<file path="src/rtl/multicycle_cu.sv">
// Multi-cycle control unit: sequences each instruction through FETCH/DECODE/EXEC/MEM/WB
// with a mem_ready handshake, wait-state timeout, illegal-opcode trap and retire counter.
module multicycle_cu #(
  parameter int OPW     = 4,
  parameter int CNT_W   = 16,
  parameter int TIMEOUT = 15
) (
  input  logic             clk,
  input  logic             reset,
  input  logic [OPW-1:0]   opcode,
  input  logic             zero,
  input  logic             mem_ready,
  output logic             mem_read,
  output logic             mem_write,
  output logic             ir_write,
  output logic             pc_write,
  output logic             reg_write,
  output logic             alu_src,
  output logic             branch,
  output logic [1:0]       alu_control,
  output logic [2:0]       state,
  output logic             illegal,
  output logic             timeout,
  output logic [CNT_W-1:0] retired
);

  localparam int WCW = (TIMEOUT < 2) ? 1 : $clog2(TIMEOUT + 1);

  typedef enum logic [2:0] {
    S_FETCH  = 3'd0,
    S_DECODE = 3'd1,
    S_EXEC   = 3'd2,
    S_MEM    = 3'd3,
    S_WB     = 3'd4,
    S_HALT   = 3'd5
  } state_t;

  localparam logic [2:0] OP_ADDI  = 3'd4;
  localparam logic [2:0] OP_LOAD  = 3'd5;
  localparam logic [2:0] OP_STORE = 3'd6;
  localparam logic [2:0] OP_BEQ   = 3'd7;

  state_t           state_q, state_d;
  logic [2:0]       op_q, op_d;
  logic [WCW-1:0]   wait_q, wait_d;
  logic             illegal_q, illegal_d;
  logic             timeout_q, timeout_d;
  logic [CNT_W-1:0] retired_q, retired_d;
  logic             retire;
  logic             wait_expired;
  logic             opcode_legal;

  assign opcode_legal = (opcode[OPW-1:3] == '0);
  // Last permitted wait cycle: a ready on this cycle still completes normally.
  assign wait_expired = (wait_q == WCW'(TIMEOUT - 1));

  always_comb begin
    state_d   = state_q;
    op_d      = op_q;
    wait_d    = '0;
    illegal_d = illegal_q;
    timeout_d = timeout_q;
    retire    = 1'b0;
    case (state_q)
      S_FETCH: begin
        if (mem_ready) begin
          state_d = S_DECODE;
        end else if (wait_expired) begin
          state_d   = S_HALT;
          timeout_d = 1'b1;
        end else begin
          wait_d = wait_q + WCW'(1);
        end
      end
      S_DECODE: begin
        op_d = opcode[2:0];
        if (opcode_legal) begin
          state_d = S_EXEC;
        end else begin
          state_d   = S_HALT;
          illegal_d = 1'b1;
        end
      end
      S_EXEC: begin
        case (op_q)
          OP_LOAD, OP_STORE: state_d = S_MEM;
          OP_BEQ: begin
            state_d = S_FETCH;
            retire  = 1'b1;
          end
          default: state_d = S_WB;
        endcase
      end
      S_MEM: begin
        if (mem_ready) begin
          if (op_q == OP_LOAD) begin
            state_d = S_WB;
          end else begin
            state_d = S_FETCH;
            retire  = 1'b1;
          end
        end else if (wait_expired) begin
          state_d   = S_HALT;
          timeout_d = 1'b1;
        end else begin
          wait_d = wait_q + WCW'(1);
        end
      end
      S_WB: begin
        state_d = S_FETCH;
        retire  = 1'b1;
      end
      S_HALT:  state_d = S_HALT;
      default: state_d = S_HALT;
    endcase
    retired_d = retire ? retired_q + CNT_W'(1) : retired_q;
  end

  always_ff @(posedge clk or posedge reset) begin
    if (reset) begin
      state_q   <= S_FETCH;
      op_q      <= '0;
      wait_q    <= '0;
      illegal_q <= 1'b0;
      timeout_q <= 1'b0;
      retired_q <= '0;
    end else begin
      state_q   <= state_d;
      op_q      <= op_d;
      wait_q    <= wait_d;
      illegal_q <= illegal_d;
      timeout_q <= timeout_d;
      retired_q <= retired_d;
    end
  end

  // Strobes are decoded from the current state and gated off while reset is held.
  always_comb begin
    mem_read    = 1'b0;
    mem_write   = 1'b0;
    ir_write    = 1'b0;
    pc_write    = 1'b0;
    reg_write   = 1'b0;
    alu_src     = 1'b0;
    branch      = 1'b0;
    alu_control = 2'b00;
    if (!reset) begin
      case (state_q)
        S_FETCH: begin
          mem_read = 1'b1;
          ir_write = mem_ready;
          pc_write = mem_ready;
        end
        S_EXEC: begin
          case (op_q)
            OP_ADDI, OP_LOAD, OP_STORE: alu_src = 1'b1;
            OP_BEQ: begin
              alu_control = 2'b01;
              branch      = 1'b1;
              pc_write    = zero;
            end
            default: alu_control = op_q[1:0];
          endcase
        end
        S_MEM: begin
          alu_src   = 1'b1;
          mem_read  = (op_q == OP_LOAD);
          mem_write = (op_q == OP_STORE);
        end
        S_WB:    reg_write = 1'b1;
        default: ;
      endcase
    end
  end

  assign state   = state_q;
  assign illegal = illegal_q;
  assign timeout = timeout_q;
  assign retired = retired_q;

endmodule
</file>
<file path="config.mk">
export PLATFORM = sky130hd
export DESIGN_NAME = multicycle_cu
export DESIGN_NICKNAME = d
export VERILOG_FILES = /design/src/rtl/multicycle_cu.sv
export SDC_FILE = /design/constraint.sdc
export NUM_CORES = 1
export LEC_CHECK = 0
export ABC_CLOCK_PERIOD_IN_PS = 4000
export CORE_ASPECT_RATIO = 1.4
export CORE_MARGIN = 4
export CORE_UTILIZATION = 45
export CTS_CLUSTER_DIAMETER = 30
export DETAILED_ROUTE_END_ITERATION = 8
export PLACE_DENSITY = 0.83
export SYNTH_ARGS = -nofsm -noshare
export SYNTH_HDL_FRONTEND = slang
export SYNTH_SLANG_ARGS = --single-unit
</file>
<file path="constraint.sdc">
create_clock -name clk -period 4 [get_ports clk]
set_input_delay 0.4 -clock clk [delete_from_list [all_inputs] [get_ports clk]]
set_output_delay 0.4 -clock clk [all_outputs]
set_load 0.02 [all_outputs]
</file>
# Yosys cells after proc, flatten, opt, wreduce, memory -nomap -nowiden
# Cells that the tools add are included.
# op_classes
n_eq_ne,9
reduce_logical,6
add_sub_neg,2
muxes,33
n_bitwise,1
# op_table
operator,n
"adder 16 x 1 -> 16 bit, second input constant",1
two-way mux 1 bit,16
"== test 3 bit, second input constant",5
two-way mux 3 bit,5
case mux 3 bit (5 select lines),1
two-way mux 4 bit,3
"== test 3 x 2 -> 1 bit, second input constant",2
case mux 1 bit (2 select lines),3
case mux 3 bit (2 select lines),1
"adder 4 x 1 -> 4 bit, second input constant",1
"== test 4 bit, second input constant",1
two-way mux 2 bit,2
case mux 2 bit (2 select lines),1
OR reduction 2 bit,2
"== test 3 x 1 -> 1 bit, second input constant",1
zero test 3 bit,1
case mux 1 bit (3 select lines),1
AND reduction 3 bit,1
OR reduction 3 bit,1
AND reduction 2 bit,1
inverter 1 bit,1
# totals
word_cells,57
output_inout_bits,30
in_bits,8
reg_bits,28

# Depth between registers and ports, before layout
# depth
word_depth,5
mapped_depth,6
mapped_depth_nobuf,6

# Least setup slack after synthesis
# Ideal clock, no wire load.
# synth_path
path_type,register -> output
start,"register state_q[1], in the netlist state[1]"
end,output pc_write
setup_slack_ns,1.536
stages_incl_launch_ff,7
arrival_ns,2.064
path_buffers,2
required_time_ns,3.600
path_cell_list,dfrtp_1 -> buf_6 -> nor3b_4 -> nand4_4 -> buf_6 -> a2bb2oi_1 -> nor4_1
# synth_via
elab_chain_cells,3
elab_cells_between_ends,4
# synth_rtl
item,line,text
"start, declared",43,"state_t state_q, state_d;"
"start signal, assigned",128,state_q <= state_d;
== test 3 x 2 -> 1 bit or zero test 3 bit (tied branches),148,case (state_q)
case mux 1 bit (2 select lines) (*),148,
two-way mux 1 bit (*),147,if (!reset) begin
"end, declared",16,"output logic pc_write,"
# Every way passes the cells marked *; elsewhere a longest branch is shown, timed or not.

# Worst setup path in the final report
# Same ends and word-level chain as after synthesis.

==> reports/metrics.json <==
{
  "tritoncts": {"value": "yes"},
  "viasPerCell": {"value": 5.55},
  "status": {"value": "complete, no violations"},
  "post_cts_buffers": {"value": 0},
  "critPathBufInv": {"value": 1},
  "setup_tns": {"value": 0, "unit": "ns"},
  "synth_edf_count": {"value": 0},
  "start_kind": {"value": "flop"},
  "fin_crit_sh": {"value": 77.9, "unit": "%"},
  "clk_path_buf_depth": {"value": 2},
  "syn-num-nets": {"value": 162},
  "core-area": {"value": 3640, "unit": "um^2"},
  "drt-total-wl": {"value": 3550, "unit": "um"},
  "number_of_distinct_library_cells_after_synthesis": {"value": 43},
  "ys.flop_type": {"value": "sky130_fd_sc_hd__dfrtp_1"},
  "synth-async-reset-ratio": {"value": 100, "unit": "%"},
  "synth_area_leader_cell": {"value": "sky130_fd_sc_hd__dfrtp_1"},
  "ir_worst_vdd": {"value": 0.370, "unit": "mV"},
  "io_pins": {"value": 38},
  "synth_most_common_cell": {"value": "sky130_fd_sc_hd__dfrtp_1"},
  "final_core_util": {"value": 57.1, "unit": "%"},
  "power_switching": {"value": 0.000658, "unit": "W"},
  "antenna_found_initial": {"value": 0},
  "finalWeightedCongestion": {"value": 0.834},
  "setup_violation_total_in_the_final_timing_report": {"value": 0},
  "worstSetupPathType": {"value": "flop to primary output"},
  "portBuffers": {"value": 37},
  "netlist_top_cells_area": {"value": "sky130_fd_sc_hd__dfrtp_1 (42%), sky130_fd_sc_hd__xor2_1 (7.8%), sky130_fd_sc_hd__a2111oi_2 (3.6%)"},
  "report.final.hold_viol_count": {"value": 0},
  "switching_part_of_the_total_power": {"value": 46.4, "unit": "%"},
  "synth_area_per_cell": {"value": 11.1, "unit": "um^2"},
  "floorplan.die.height": {"value": 80.4, "unit": "um"},
  "number_of_nets_with_antenna_violations_after_detailed_routing": {"value": 0},
  "routed-via-count": {"value": 1255},
  "grt_first_pass_wirelength": {"value": 6000, "unit": "um"},
  "post_synth_instance_area": {"value": 1680, "unit": "um^2"},
  "initial_utilization": {"value": 46.2, "unit": "%"},
  "crit_path_cell_trace": {"value": "nor3b_4 -> nand4_4 -> a2bb2oi_1 -> nor4_1 -> clkdlybuf4s50_1"},
  "die_area": {"value": 4800, "unit": "um^2"},
  "drt_first_iter_violations": {"value": 60},
  "total_routing_usage_gr": {"value": 16.6, "unit": "%"},
  "clkLatencyLatePin": {"value": 0.28, "unit": "ns"},
  "clock.fmax": {"value": 321, "unit": "MHz"},
  "path_max_fanout": {"value": 17},
  "max_stage_delay": {"value": 0.66, "unit": "ns"},
  "required": {"value": 3.60, "unit": "ns"},
  "p_int": {"value": 0.000760, "unit": "W"},
  "synth-seq-area-share": {"value": 41.6, "unit": "%"},
  "timing.hold.worst.start": {"value": "retired[15]$_DFFE_PP0P_"},
  "endpoint_kind_of_the_worst_setup_timing_path": {"value": "primary output"},
  "tightestPinTransition": {"value": 0.683, "unit": "ns"},
  "cp.arrival": {"value": 2.72, "unit": "ns"},
  "number_of_filler_cells_placed_in_the_layout": {"value": 305},
  "hold_buffers": {"value": 0},
  "cts_repair_resize_count": {"value": 0},
  "antenna-diode-count": {"value": 0},
  "share_of_post_route_cells_with_drive_strength_above_1": {"value": 15.2, "unit": "%"},
  "remaining_drc_errors": {"value": 0},
  "critical_path.slowest_cell": {"value": "sky130_fd_sc_hd__clkdlybuf4s50_1"},
  "worst_clock_skew": {"value": 0.00322, "unit": "ns"},
  "rsz0062_at_grt": {"value": "false"},
  "signed_area_change_from_the_synthesized_netlist_to_the_final_layout": {"value": 23.6, "unit": "%"},
  "cts_num_sinks": {"value": 28},
  "grt_start_max_net_pins": {"value": 18},
  "power_density": {"value": 681, "unit": "nW/um^2"},
  "finalWorstPathRequiredPeriod": {"value": 3.12, "unit": "ns"},
  "timing.max_slew.rel_slack": {"value": 54.3, "unit": "%"},
  "path_clk_slew": {"value": 0.09, "unit": "ns"},
  "row_count": {"value": 26},
  "firstDrtPassIters": {"value": 4},
  "routed_wire_length_per_instance": {"value": 15.7, "unit": "um"},
  "register_bit_count_reported_by_yosys": {"value": 28},
  "floorplan.die.width": {"value": 59.7, "unit": "um"},
  "detailedPlacementHpwl": {"value": 2620, "unit": "um"},
  "post_place_worst_slack": {"value": 1.16, "unit": "ns"},
  "vias_in_the_first_global_route": {"value": 1299},
  "leakage_power_summed_over_all_cells": {"value": 0.750, "unit": "nW"},
  "cts.htree.levels": {"value": 1},
  "netlist.area_leader.share": {"value": 41.6, "unit": "%"},
  "ys.warnings.count": {"value": 0},
  "min_path_type": {"value": "flop to flop"},
  "syn_inst": {"value": 151},
  "max_cap_viol_count": {"value": 0},
  "final_stage_net_count": {"value": 197},
  "comb_power_share": {"value": 50.2, "unit": "%"},
  "smallest_setup_slack_after_layout": {"value": 0.883, "unit": "ns"},
  "power.sequential.fraction": {"value": 38.9, "unit": "%"},
  "crit_start": {"value": "state[1]$_DFF_PP0_"},
  "timing.rr.start": {"value": "state[2]$_DFF_PP0_"},
  "p_clk_share": {"value": 10.9, "unit": "%"},
  "grt_residual_overflow": {"value": 0},
  "synthTopCellsByCount": {"value": "sky130_fd_sc_hd__dfrtp_1 (28), sky130_fd_sc_hd__xor2_1 (15), sky130_fd_sc_hd__nand2_1 (12), sky130_fd_sc_hd__nand3_1 (11), sky130_fd_sc_hd__nor2_1 (8)"},
  "tritoncts.num_buffers": {"value": 3},
  "timing.final.max_slew_violations": {"value": 0},
  "final_layout_worst_hold_slack": {"value": 0.475, "unit": "ns"},
  "timing.critical_path.max_delay_family": {"value": "simple AND/OR/NAND/NOR gates"},
  "clk_root_buffer_cell": {"value": "sky130_fd_sc_hd__clkbuf_8"}
}
[cell families after synthesis]
logic type      after synthesis  synth area share [%]
fa+ha+maj                     3                  2.23
flops                        28                  41.6
simple gates                 52                  18.9
buf+inv                      15                  5.95
mux                           4                  2.68
xor+xnor                     18                  9.37
compound gates               31                  19.3
[worst paths after layout]
kind	endpoint	slack, ns	cells after the start
worst max-delay path	pc_write	0.88	5
worst min-delay path	retired[15]$_DFFE_PP0P_	0.47	1
worst max register to register	retired[1]$_DFFE_PP0P_	1.77	4
worst min register to register	retired[15]$_DFFE_PP0P_	0.47	1
max in group asynchronous	retired[12]$_DFFE_PP0P_	2.74	3
min in group asynchronous	state[1]$_DFF_PP0_	0.63	2
[per-stage QoR]
stage / area (um^2) / power (W) / cells
CTS: 2080 / 0.00143 / 226
floorplan: 1680 / 0.00106 / 151
global placement: 2040 / 0.00126 / 223
finish: 2080 / 0.00142 / 226
detailed placement: 2040 / 0.00127 / 223
global route: 2080 / 0.00151 / 226
[registers in the layout, indices dropped and copies added (netlist names)]
register / cells
op_q: 3
retired: 16
wait_q: 4
state: 3
timeout: 1
illegal: 1
[area by class of cell]
type                    count  area (um^2)  area share [%]
clock buffers               3         41.3            1.98
inverters                   7         26.3            1.26
multi-input cells         108          882            42.4
flip-flops and latches     28          701            33.7
well taps                  42         52.6            2.53
repair buffers             38          378            18.2
[power groups by stage]
stage	sequential, W	combinational, W	clock [W]
after floorplan	0.000544	0.000514	0
after global placement	0.000553	0.000707	0
after detailed placement	0.000554	0.000717	0
after CTS	0.000549	0.000720	0.000159
after global routing	0.000572	0.000774	0.000168
final	0.000551	0.000712	0.000155
[metal layers]
layer,GRT usage [%],wire (um)
met2,26.4,1750
met3,3.54,154
met4,7.54,72
met1,21.1,1570
met5,0,0
[cell usage in the layout (no fill, tap or decap), types with 2 or more instances in the layout]
cell and count:
sky130_fd_sc_hd__a2111oi_2 4, sky130_fd_sc_hd__a2111oi_4 2, sky130_fd_sc_hd__a211oi_2 4, sky130_fd_sc_hd__a21oi_1 7
sky130_fd_sc_hd__and2b_2 2, sky130_fd_sc_hd__and3_1 2, sky130_fd_sc_hd__clkbuf_8 3, sky130_fd_sc_hd__clkdlybuf4s50_1 37
sky130_fd_sc_hd__dfrtp_1 28, sky130_fd_sc_hd__ha_1 3, sky130_fd_sc_hd__inv_1 7, sky130_fd_sc_hd__mux2_2 4
sky130_fd_sc_hd__nand2_1 12, sky130_fd_sc_hd__nand3_1 11, sky130_fd_sc_hd__nand4_1 2, sky130_fd_sc_hd__nor2_1 8
sky130_fd_sc_hd__nor3b_4 2, sky130_fd_sc_hd__nor4_1 3, sky130_fd_sc_hd__o21ai_0 3, sky130_fd_sc_hd__xnor2_1 3
sky130_fd_sc_hd__xor2_1 15
No activity file was read; power rests on OpenSTA's default activity.
